===== src/rtl/decode_queue.sv =====
// Decode-on-entry instruction queue: decodes 32-bit words as they are pushed and
// presents the oldest decoded entry to register read over a valid/ready handshake.
module decode_queue #(
    parameter int DEPTH  = 4,
    parameter int DATA_W = 32
) (
    input  logic                       clk,
    input  logic                       rst_n,
    input  logic                       flush,
    input  logic                       in_valid,
    output logic                       in_ready,
    input  logic [31:0]                in_instr,
    output logic                       out_valid,
    input  logic                       out_ready,
    output logic [5:0]                 out_opcode,
    output logic [4:0]                 out_rd,
    output logic [4:0]                 out_rs,
    output logic [4:0]                 out_rt,
    output logic [4:0]                 out_shift,
    output logic [5:0]                 out_funct,
    output logic [DATA_W-1:0]          out_imm,
    output logic [25:0]                out_jump,
    output logic [1:0]                 out_itype,
    output logic [$clog2(DEPTH+1)-1:0] count
);

    localparam int PW = $clog2(DEPTH);
    localparam int CW = $clog2(DEPTH+1);
    localparam logic [CW-1:0] FULL = CW'(DEPTH);

    localparam logic [1:0] ITYPE_R = 2'd0;
    localparam logic [1:0] ITYPE_I = 2'd1;
    localparam logic [1:0] ITYPE_J = 2'd2;

    typedef struct packed {
        logic [5:0]        opcode;
        logic [4:0]        rd;
        logic [4:0]        rs;
        logic [4:0]        rt;
        logic [4:0]        shift;
        logic [5:0]        funct;
        logic [DATA_W-1:0] imm;
        logic [25:0]       jump;
        logic [1:0]        itype;
    } entry_t;

    // Logical-immediate opcodes (andi/ori/xori) zero-extend; everything else sign-extends.
    function automatic logic [DATA_W-1:0] ext_imm(input logic [5:0] op, input logic [15:0] raw);
        logic signed [15:0] raw_s;
        raw_s = signed'(raw);
        if (op == 6'h0C || op == 6'h0D || op == 6'h0E)
            return DATA_W'(raw);
        else
            return DATA_W'(raw_s);
    endfunction

    function automatic logic [1:0] classify(input logic [5:0] op);
        if (op == 6'h00)
            return ITYPE_R;
        else if (op == 6'h02 || op == 6'h03)
            return ITYPE_J;
        else
            return ITYPE_I;
    endfunction

    entry_t          mem [DEPTH];
    entry_t          dec_p0;
    entry_t          head;
    logic [PW-1:0]   wr_ptr;
    logic [PW-1:0]   rd_ptr;
    logic            push;
    logic            pop;

    // Decode on the write side so the head entry is ready the cycle after its push.
    always_comb begin
        dec_p0        = '0;
        dec_p0.opcode = in_instr[31:26];
        dec_p0.rd     = in_instr[25:21];
        dec_p0.rs     = in_instr[20:16];
        dec_p0.rt     = in_instr[15:11];
        dec_p0.shift  = in_instr[10:6];
        dec_p0.funct  = in_instr[5:0];
        dec_p0.imm    = ext_imm(in_instr[31:26], in_instr[15:0]);
        dec_p0.jump   = in_instr[25:0];
        dec_p0.itype  = classify(in_instr[31:26]);
    end

    assign in_ready  = (count < FULL);
    assign out_valid = (count != '0);
    assign push      = in_valid & in_ready;
    assign pop       = out_valid & out_ready;

    always_ff @(posedge clk) begin
        if (!rst_n || flush) begin
            wr_ptr <= '0;
            rd_ptr <= '0;
            count  <= '0;
        end else begin
            if (push)
                wr_ptr <= wr_ptr + PW'(1);
            if (pop)
                rd_ptr <= rd_ptr + PW'(1);
            case ({push, pop})
                2'b10:   count <= count + CW'(1);
                2'b01:   count <= count - CW'(1);
                default: count <= count;
            endcase
        end
    end

    // Entry storage carries no reset; only pointers and count define validity.
    always_ff @(posedge clk) begin
        if (push)
            mem[wr_ptr] <= dec_p0;
    end

    assign head       = mem[rd_ptr];
    assign out_opcode = head.opcode;
    assign out_rd     = head.rd;
    assign out_rs     = head.rs;
    assign out_rt     = head.rt;
    assign out_shift  = head.shift;
    assign out_funct  = head.funct;
    assign out_imm    = head.imm;
    assign out_jump   = head.jump;
    assign out_itype  = head.itype;

endmodule


===== config.mk =====
export PLATFORM = sky130hd
export DESIGN_NAME = decode_queue
export DESIGN_NICKNAME = d
export VERILOG_FILES = /design/src/rtl/decode_queue.sv
export SDC_FILE = /design/constraint.sdc
export NUM_CORES = 1
export LEC_CHECK = 0
export CAP_MARGIN = 30
export CORE_MARGIN = 2
export CORE_UTILIZATION = 40
export CTS_BUF_LIST = sky130_fd_sc_hd__clkbuf_8 sky130_fd_sc_hd__clkbuf_16
export CTS_CLUSTER_DIAMETER = 150
export DETAILED_ROUTE_END_ITERATION = 7
export MAX_ROUTING_LAYER = met4
export PLACE_DENSITY = 0.66
export RECOVER_POWER = 50
export SLEW_MARGIN = 20
export SYNTH_ARGS = -nofsm -noshare
export SYNTH_HDL_FRONTEND = slang
export SYNTH_SLANG_ARGS = --single-unit

===== constraint.sdc =====
create_clock -name clk -period 5.7 [get_ports clk]
set_input_delay 0.855 -clock clk [delete_from_list [all_inputs] [get_ports clk]]
set_output_delay 0.855 -clock clk [all_outputs]
set_load 0.02 [all_outputs]

==> summary.log, run 1 <==
qor: detailed_routing.drc_errors 0
qor: clock_network.clk-insertion-delay-late 0.41 ns
qor: sta.timing.final.hold_violations 0
qor: logic_synthesis.total_of_flip_flops_plus_latches_after_synthesis 149
qor: worst_setup_path.worst_r2r_startpoint count[2]
qor: sta.post-route-period-util 61.7%
qor: cells_and_area.area.growth.synth_to_final 28.4%
qor: power.leakagePower 2.54 nW
qor: clock_network.cts.sink_count 149
qor: clock_network.ctsResizeCount 0
qor: logic_synthesis.post_synth_num_cell_types 28
qor: clock_network.postCtsSetupRepairBufs 0
qor: worst_setup_path.setup.worst_path.start_class flop
qor: status.outcome finished, final reports clean
qor: cells_and_area.filler_cell_count 1160
qor: place.preCtsSetupSlack 2.27 ns
qor: run.maxCapViolCount 0
qor: floorplanning.number_of_top_level_pins 134
qor: global_route.grt_usage 13.8%
qor: worst_setup_path.endpoint_kind output pin
qor: detailed_routing.vias 2892
qor: worst_setup_path.regToRegSetupSlack 3.18 ns
qor: global_route.grt_pass1_wl 15.7 mm
qor: worst_setup_path.worst_r2r_endpoint mem[2][85]
qor: power.peak_vdd_ir 0.150 mV
qor: sta.finalHoldWorstSlack 0.538 ns
qor: floorplanning.initial_utilization 41.2%
qor: logic_synthesis.share_of_the_yosys_chip_area_belonging_to_registers 72.7%
qor: floorplanning.die_h 127 µm
qor: global_route.grt_max_degree 36
qor: cells_and_area.layout.cells.most_common_list sky130_fd_sc_hd__edfxtp_1, sky130_fd_sc_hd__clkdlybuf4s50_1, sky130_fd_sc_hd__dlygate4sd3_1
qor: place.gpl.final_weighted_congestion 0.712
qor: sta.max_slew_headroom_at_the_worst_pin 1.97%
qor: floorplanning.die-area 16100 µm²
qor: logic_synthesis.ys_async_sr_fraction 0%
qor: worst_hold_path.hold_path_depth 2
qor: cells_and_area.layout_commonest_cell sky130_fd_sc_hd__edfxtp_1
qor: detailed_routing.first_iter_violations 144
qor: sta.setup_ws 2.18 ns
qor: sta.rsz0062_at_grt false
qor: sta.fin_tns_setup 0 ns
qor: sta.maximum_operating_frequency 0.284 GHz
qor: detailed_routing.post_drt_wl_per_cell 17.6 µm
qor: floorplanning.die-width 127 µm
qor: clock_network.ctsHtreeMaxLevel 4
qor: cells_and_area.number_of_antenna_repair_diodes 0
qor: worst_setup_path.r2r_cells 3
qor: sta.setup_viol 0
qor: place.area_after_detailed_placement 7140 µm²
qor: logic_synthesis.synthesis.area 6030 µm²
qor: worst_setup_path.cp_data_arrival_time 2.66 ns
qor: sta.tightestPinTransition 1.47 ns
qor: detailed_routing.ant_nets 0
qor: logic_synthesis.commonest_register_cell_after_synthesis sky130_fd_sc_hd__edfxtp_1
qor: power.cellPowerDensity 321 nW/µm²
qor: place.io_buffers 133
qor: clock_network.cts_root_buf sky130_fd_sc_hd__clkbuf_16
qor: sta.clock_skew 0.00449 ns
qor: cells_and_area.finish.cell_count_without_fillers 587
qor: logic_synthesis.synth.yosys.warnings 0
qor: global_route.grt-ovfl-total 0
qor: sta.timing_max_transition_violations_final 0
qor: logic_synthesis.synthesis.nets 341
qor: logic_synthesis.postSynthAreaPerCell 20.2 µm²
qor: clock_network.numCtsBuffers 17
qor: clock_network.cts_max_path_buffers 2
qor: worst_setup_path.cp.required 4.85 ns
qor: worst_setup_path.crit_fanout 19
qor: logic_synthesis.synthCells 298
qor: worst_setup_path.critical_path_class flop to output pin
qor: detailed_routing.detail_route.wirelength 10.3 mm
qor: floorplanning.core_region_area 14600 µm²
qor: place.number_of_instances_in_the_placed_design 552
qor: global_route.initial_antenna_violation_count 0
qor: worst_hold_path.hold_path_end rd_ptr[0]
qor: place.hpwl 6.42 mm
qor: logic_synthesis.post_synth_edffs 140
qor: floorplanning.site_rows 44
qor: cells_and_area.finish.instance_area 7740 µm²
qor: clock_network.cts_tree done
qor: cells_and_area.post_route_cells_drive_above_1_share 16.4%
qor: detailed_routing.drt-vias-per-instance 4.93
qor: sta.post-route-min-period 3.52 ns
qor: global_route.first_global_vias 2876
qor: clock_network.cts_hold_buf 0
qor: worst_hold_path.hp-start rd_ptr[0]
qor: detailed_routing.detailedRoute.firstPassIterationCount 4
qor: cells_and_area.finalNetCount 433
qor: worst_hold_path.timing.hold.worst.class flop to flop
qor: clock_network.clk_transition_reported_paths 0.05 ns
==> critical path: stages, from the launching register on <==
cell	delay [ns]
sky130_fd_sc_hd__dfxtp_2	0.68
sky130_fd_sc_hd__buf_4	0.36
sky130_fd_sc_hd__mux4_1	0.50
sky130_fd_sc_hd__clkdlybuf4s50_1	0.70
==> area by class of cell <==
| class | instances | area, µm² | share of cell area [%] |
|---|---|---|---|
| Tap cell | 184 | 230 | 2.97 |
| Timing Repair Buffer | 140 | 1480 | 19.2 |
| Sequential cell | 149 | 4390 | 56.6 |
| Inverter | 8 | 30.0 | 0.388 |
| Clock buffer | 17 | 425 | 5.49 |
| Multi-Input combinational cell | 74 | 1090 | 14.1 |
| Clock inverter | 15 | 97.6 | 1.26 |
==> metrics by stage <==
| stage | power [W] | util, % |
|---|---|---|
| after floorplan | 0.00143 | - |
| after global placement | 0.00153 | 48.4 |
| after detailed placement | 0.00153 | 48.8 |
| after CTS | 0.00251 | 52.3 |
| after global routing | 0.00258 | 52.9 |
| final | 0.00248 | 52.9 |
==> Yosys cell counts, types with 3 or more instances <==
library cell,instances,area (µm²)
sky130_fd_sc_hd__nor2_1,8,30.0
sky130_fd_sc_hd__and2_1,5,31.3
sky130_fd_sc_hd__dfxtp_1,9,180
sky130_fd_sc_hd__xor2_1,3,26.3
sky130_fd_sc_hd__edfxtp_1,140,4200
sky130_fd_sc_hd__buf_2,3,15.0
sky130_fd_sc_hd__ha_1,5,62.6
sky130_fd_sc_hd__buf_4,57,428
sky130_fd_sc_hd__inv_1,8,30.0
sky130_fd_sc_hd__buf_12,3,60.1
sky130_fd_sc_hd__mux4_2,30,676
sky130_fd_sc_hd__mux4_1,5,131
==> cells by family after synthesis <==
| group | count (synthesis) | share of synthesized area (%) |
|---|---|---|
| mux | 36 | 13.5 |
| simple gates | 20 | 1.66 |
| compound gates | 7 | 0.768 |
| buf+inv | 75 | 9.23 |
| fa+ha+maj | 6 | 1.37 |
| flops | 149 | 72.7 |
| xor+xnor | 5 | 0.726 |
==> where the power goes <==
group | leakage, nW | switching [W] | internal, W
Sequential | 1.37 | 0.00000826 | 0.00123
Combinational | 0.915 | 0.000137 | 0.000134
Clock | 0.261 | 0.000394 | 0.000584
==> layer usage <==
metal  wire length [µm]  track usage [%]  share of wire, %
met4                162             5.43               1.6
met1               4180             15.9                40
met5                  0                -                 0
met2               5450             22.9                53
met3                552             3.84               5.3
==> flip-flops by register name, indices dropped and copies added, names as in the netlist, named ones only <==
name / flops
mem: 140
wr_ptr: 2
count: 3
rd_ptr: 2
==> how the worst max path moves through the flow <==
stage              from          end  slack, ns
2_1_floorplan  in_valid    mem[0][0]       3.22
3_3_place_gp       flop  out_jump[8]       2.31
3_5_place_dp       flop   out_imm[8]       2.27
4_1_cts            flop   out_imm[8]       1.81
5_1_grt            flop  out_imm[20]       1.98
6_report           flop  out_imm[31]       2.18
Note: power is estimated with default switching activity, not from simulation.
==> inputs of run 2 (changes only) <==
- clock period: 5.7 -> 3.7 ns (I/O delays scaled with it)
==> run 2 against run 1 <==
Against the previous run:
- sequential share of layout area rose by 0.26 points
- total power rose by 57%
- sequential power increased by 53%
- clock skew is essentially flat
- via count up 0.38%
- design area down 0.45%
- clock power grew 61%
- cell count is 0.85% higher
- core utilization fell by 0.24 points
- register-to-register slack lost 2.1 ns
- sequential cell count did not move
- routed wire length rose by 2.7%
- critical path type unchanged
- critical endpoint is now out_imm[15]
- highest routed layer unchanged
==> summary.log, run 2 (synthesized netlist as in run 1, its figures left out) <==
qor: cells_and_area.biggestRegsByFlops mem: 140 flops, count: 3 flops [unchanged]
qor: detailed_routing.met3_wirelength 664 µm [was 552 µm]
qor: sta.maximum_operating_frequency 0.320 GHz
qor: detailed_routing.detail_route.wirelength 10.6 mm [was 10.3 mm]
qor: floorplanning.number_of_top_level_pins 134 [unchanged]
qor: power.cellPowerDensity 504 nW/µm² [was 321 nW/µm²]
qor: clock_network.ctsHtreeMaxLevel 4 [unchanged]
qor: clock_network.cts_max_path_buffers 2 [unchanged]
qor: cells_and_area.finalNetCount 437 [was 433]
qor: sta.finalHoldWorstSlack 0.539 ns [was 0.538 ns]
qor: detailed_routing.m1WireLength 4.42 mm [was 4.18 mm]
qor: clock_network.cts_tree done [unchanged]
qor: detailed_routing.post_drt_wl_per_cell 17.9 µm [was 17.6 µm]
qor: cells_and_area.regMostFlops mem [unchanged]
qor: cells_and_area.layout.cells.most_common_list sky130_fd_sc_hd__edfxtp_1, sky130_fd_sc_hd__clkdlybuf4s50_1, sky130_fd_sc_hd__dlygate4sd3_1 [unchanged]
qor: worst_setup_path.crit_path_top_delay_cell sky130_fd_sc_hd__mux4_2 [was sky130_fd_sc_hd__clkdlybuf4s50_1]
qor: clock_network.numCtsBuffers 17 [unchanged]
qor: floorplanning.site_rows 44 [unchanged]
qor: detailed_routing.first_iter_violations 296 [was 144]
qor: detailed_routing.detailedRoute.firstPassIterationCount 4 [unchanged]
qor: cells_and_area.finish.cell_count_without_fillers 592 [was 587]
qor: sta.setup_viol 0 [unchanged]
qor: sta.max_slew_headroom_at_the_worst_pin 3.01% [was 1.97%]
qor: global_route.grt_max_degree 25 [was 36]
qor: detailed_routing.topRoutingLayerUsed met4 [unchanged]
qor: place.hpwl 7.21 mm [was 6.42 mm]
qor: clock_network.cts.sink_count 149 [unchanged]
qor: global_route.grt-ovfl-total 0 [unchanged]
qor: worst_setup_path.setup.worst_path.start_class flop [unchanged]
qor: floorplanning.core_region_area 14600 µm² [unchanged]
qor: floorplanning.die-width 127 µm [unchanged]
qor: worst_setup_path.cpLargestDelayFamily buffers and inverters [unchanged]
qor: worst_setup_path.critical_path_class flop to output pin [unchanged]
qor: worst_setup_path.cp.required 3.14 ns [was 4.85 ns]
qor: power.peak_vdd_ir 0.309 mV [was 0.150 mV]
qor: clock_network.clk_transition_reported_paths 0.06 ns [was 0.05 ns]
qor: sta.timing.final.hold_violations 0 [unchanged]
qor: clock_network.clk-insertion-delay-late 0.40 ns [was 0.41 ns]
qor: place.io_buffers 133 [unchanged]
qor: global_route.initial_antenna_violation_count 1 [was 0]
qor: sta.fin_tns_setup 0 ns [unchanged]
qor: worst_setup_path.critical_path.max_stage_delay 0.62 ns [was 0.70 ns]
qor: floorplanning.die-area 16100 µm² [unchanged]
qor: sta.post-route-min-period 3.13 ns
qor: worst_setup_path.crit_fanout 17 [was 19]
qor: cells_and_area.post_route_cells_drive_above_1_share 18.2% [was 16.4%]
qor: sta.clock_skew 0.00425 ns [was 0.00449 ns]
qor: cells_and_area.post-route-util 52.6% [was 52.9%]
qor: sta.setup_ws 0.570 ns [was 2.18 ns]
qor: global_route.grt_pass1_wl 16.7 mm [was 15.7 mm]
qor: clock_network.cts_root_buf sky130_fd_sc_hd__clkbuf_16 [unchanged]
qor: cells_and_area.area.growth.synth_to_final 27.8% [was 28.4%]
qor: detailed_routing.drc_errors 0 [unchanged]
qor: status.outcome finished, final reports clean [unchanged]
qor: place.number_of_instances_in_the_placed_design 559 [was 552]
qor: detailed_routing.drt-vias-per-instance 4.90 [was 4.93]
qor: power.leakagePower 2.53 nW [was 2.54 nW]
qor: place.gpl.final_weighted_congestion 0.709 [was 0.712]
qor: cells_and_area.largest_register_ff_count 140 [unchanged]
qor: clock_network.postCtsSetupRepairBufs 0 [unchanged]
qor: sta.rsz0062_at_grt false [unchanged]
qor: detailed_routing.ant_nets 0 [unchanged]
qor: clock_network.cts_hold_buf 0 [unchanged]
qor: global_route.grt_usage 14.5% [was 13.8%]
qor: sta.tightestPinTransition 1.45 ns [was 1.47 ns]
qor: sta.timing_max_transition_violations_final 0 [unchanged]
qor: worst_setup_path.crit_path_cell_trace buf_4 -> mux4_2 -> clkdlybuf4s50_1 [was buf_4 -> mux4_1 -> clkdlybuf4s50_1]
qor: cells_and_area.layout_commonest_cell sky130_fd_sc_hd__edfxtp_1 [unchanged]
qor: worst_setup_path.cp_data_arrival_time 2.57 ns [was 2.66 ns]
qor: run.maxCapViolCount 0 [unchanged]
qor: floorplanning.initial_utilization 41.2% [unchanged]
qor: worst_setup_path.endpoint_kind output pin [unchanged]
qor: floorplanning.die_h 127 µm [unchanged]
qor: clock_network.ctsResizeCount 0 [unchanged]
qor: place.preCtsSetupSlack 0.953 ns [was 2.27 ns]
qor: worst_hold_path.timing.hold.worst.class flop to flop [unchanged]
qor: worst_setup_path.critical_path_buffers_and_inverters 2 [unchanged]
qor: detailed_routing.met2WireLength 5.40 mm [was 5.45 mm]
qor: detailed_routing.vias 2903 [was 2892]
qor: global_route.first_global_vias 2965 [was 2876]
qor: sta.post-route-period-util 84.6%
run 2: cell types whose count changed in the layout (fill, tap and decap cells not counted), sizes merged, moves of 2 or more:
| cell | previous run | this run |
|---|---|---|
| clkinvlp | 2 | 4 |
| clkinv | 11 | 7 |
| inv | 9 | 11 |
| buf | 7 | 11 |
run 2: per-stage QoR:
step	area [µm²]	power, W
6_report	7710	0.00389
5_1_grt	7710	0.00404
2_1_floorplan	6030	0.00220
3_5_place_dp	7160	0.00237
4_1_cts	7710	0.00394
3_3_place_gp	7160	0.00236
run 2: power breakdown:
group / total, W / switching, W / internal, W
clock: 0.00157 / 0.000644 / 0.000926
sequential: 0.00190 / 0.0000128 / 0.00189
combinational: 0.000416 / 0.000214 / 0.000202
total: 0.00389 / 0.000871 / 0.00302
run 2: area by class of cell:
class	count	area, µm²
fillers	1173	6930
inverters	8	30.0
multi-input cells	74	1090
well taps	184	230
clock inverters	15	131
diodes	1	2.50
repair buffers	144	1410
flip-flops and latches	149	4390
clock buffers	17	425
run 2: tightest hold or removal path, cell delays in order, from the launching register on:
cell	delay, ns
sky130_fd_sc_hd__dfxtp_1	0.33
sky130_fd_sc_hd__xor2_1	0.06
sky130_fd_sc_hd__nor2_1	0.11
run 2: final timing paths:
path / endpoint / from / cells past startpoint / slack [ns]
min: flop / rd_ptr[1] / 2 / 0.54
min reg2reg: flop / rd_ptr[1] / 2 / 0.54
max: out_imm[15] / flop / 3 / 0.57
max reg2reg: mem[1][88] / count[2] / 3 / 1.05
run 2: metal layers:
layer,up-vias,GRT usage [%]
li1,1303,-
met4,0,4.52
met2,119,23.6
met3,11,4.30
met1,1470,17.5
met5,-,-
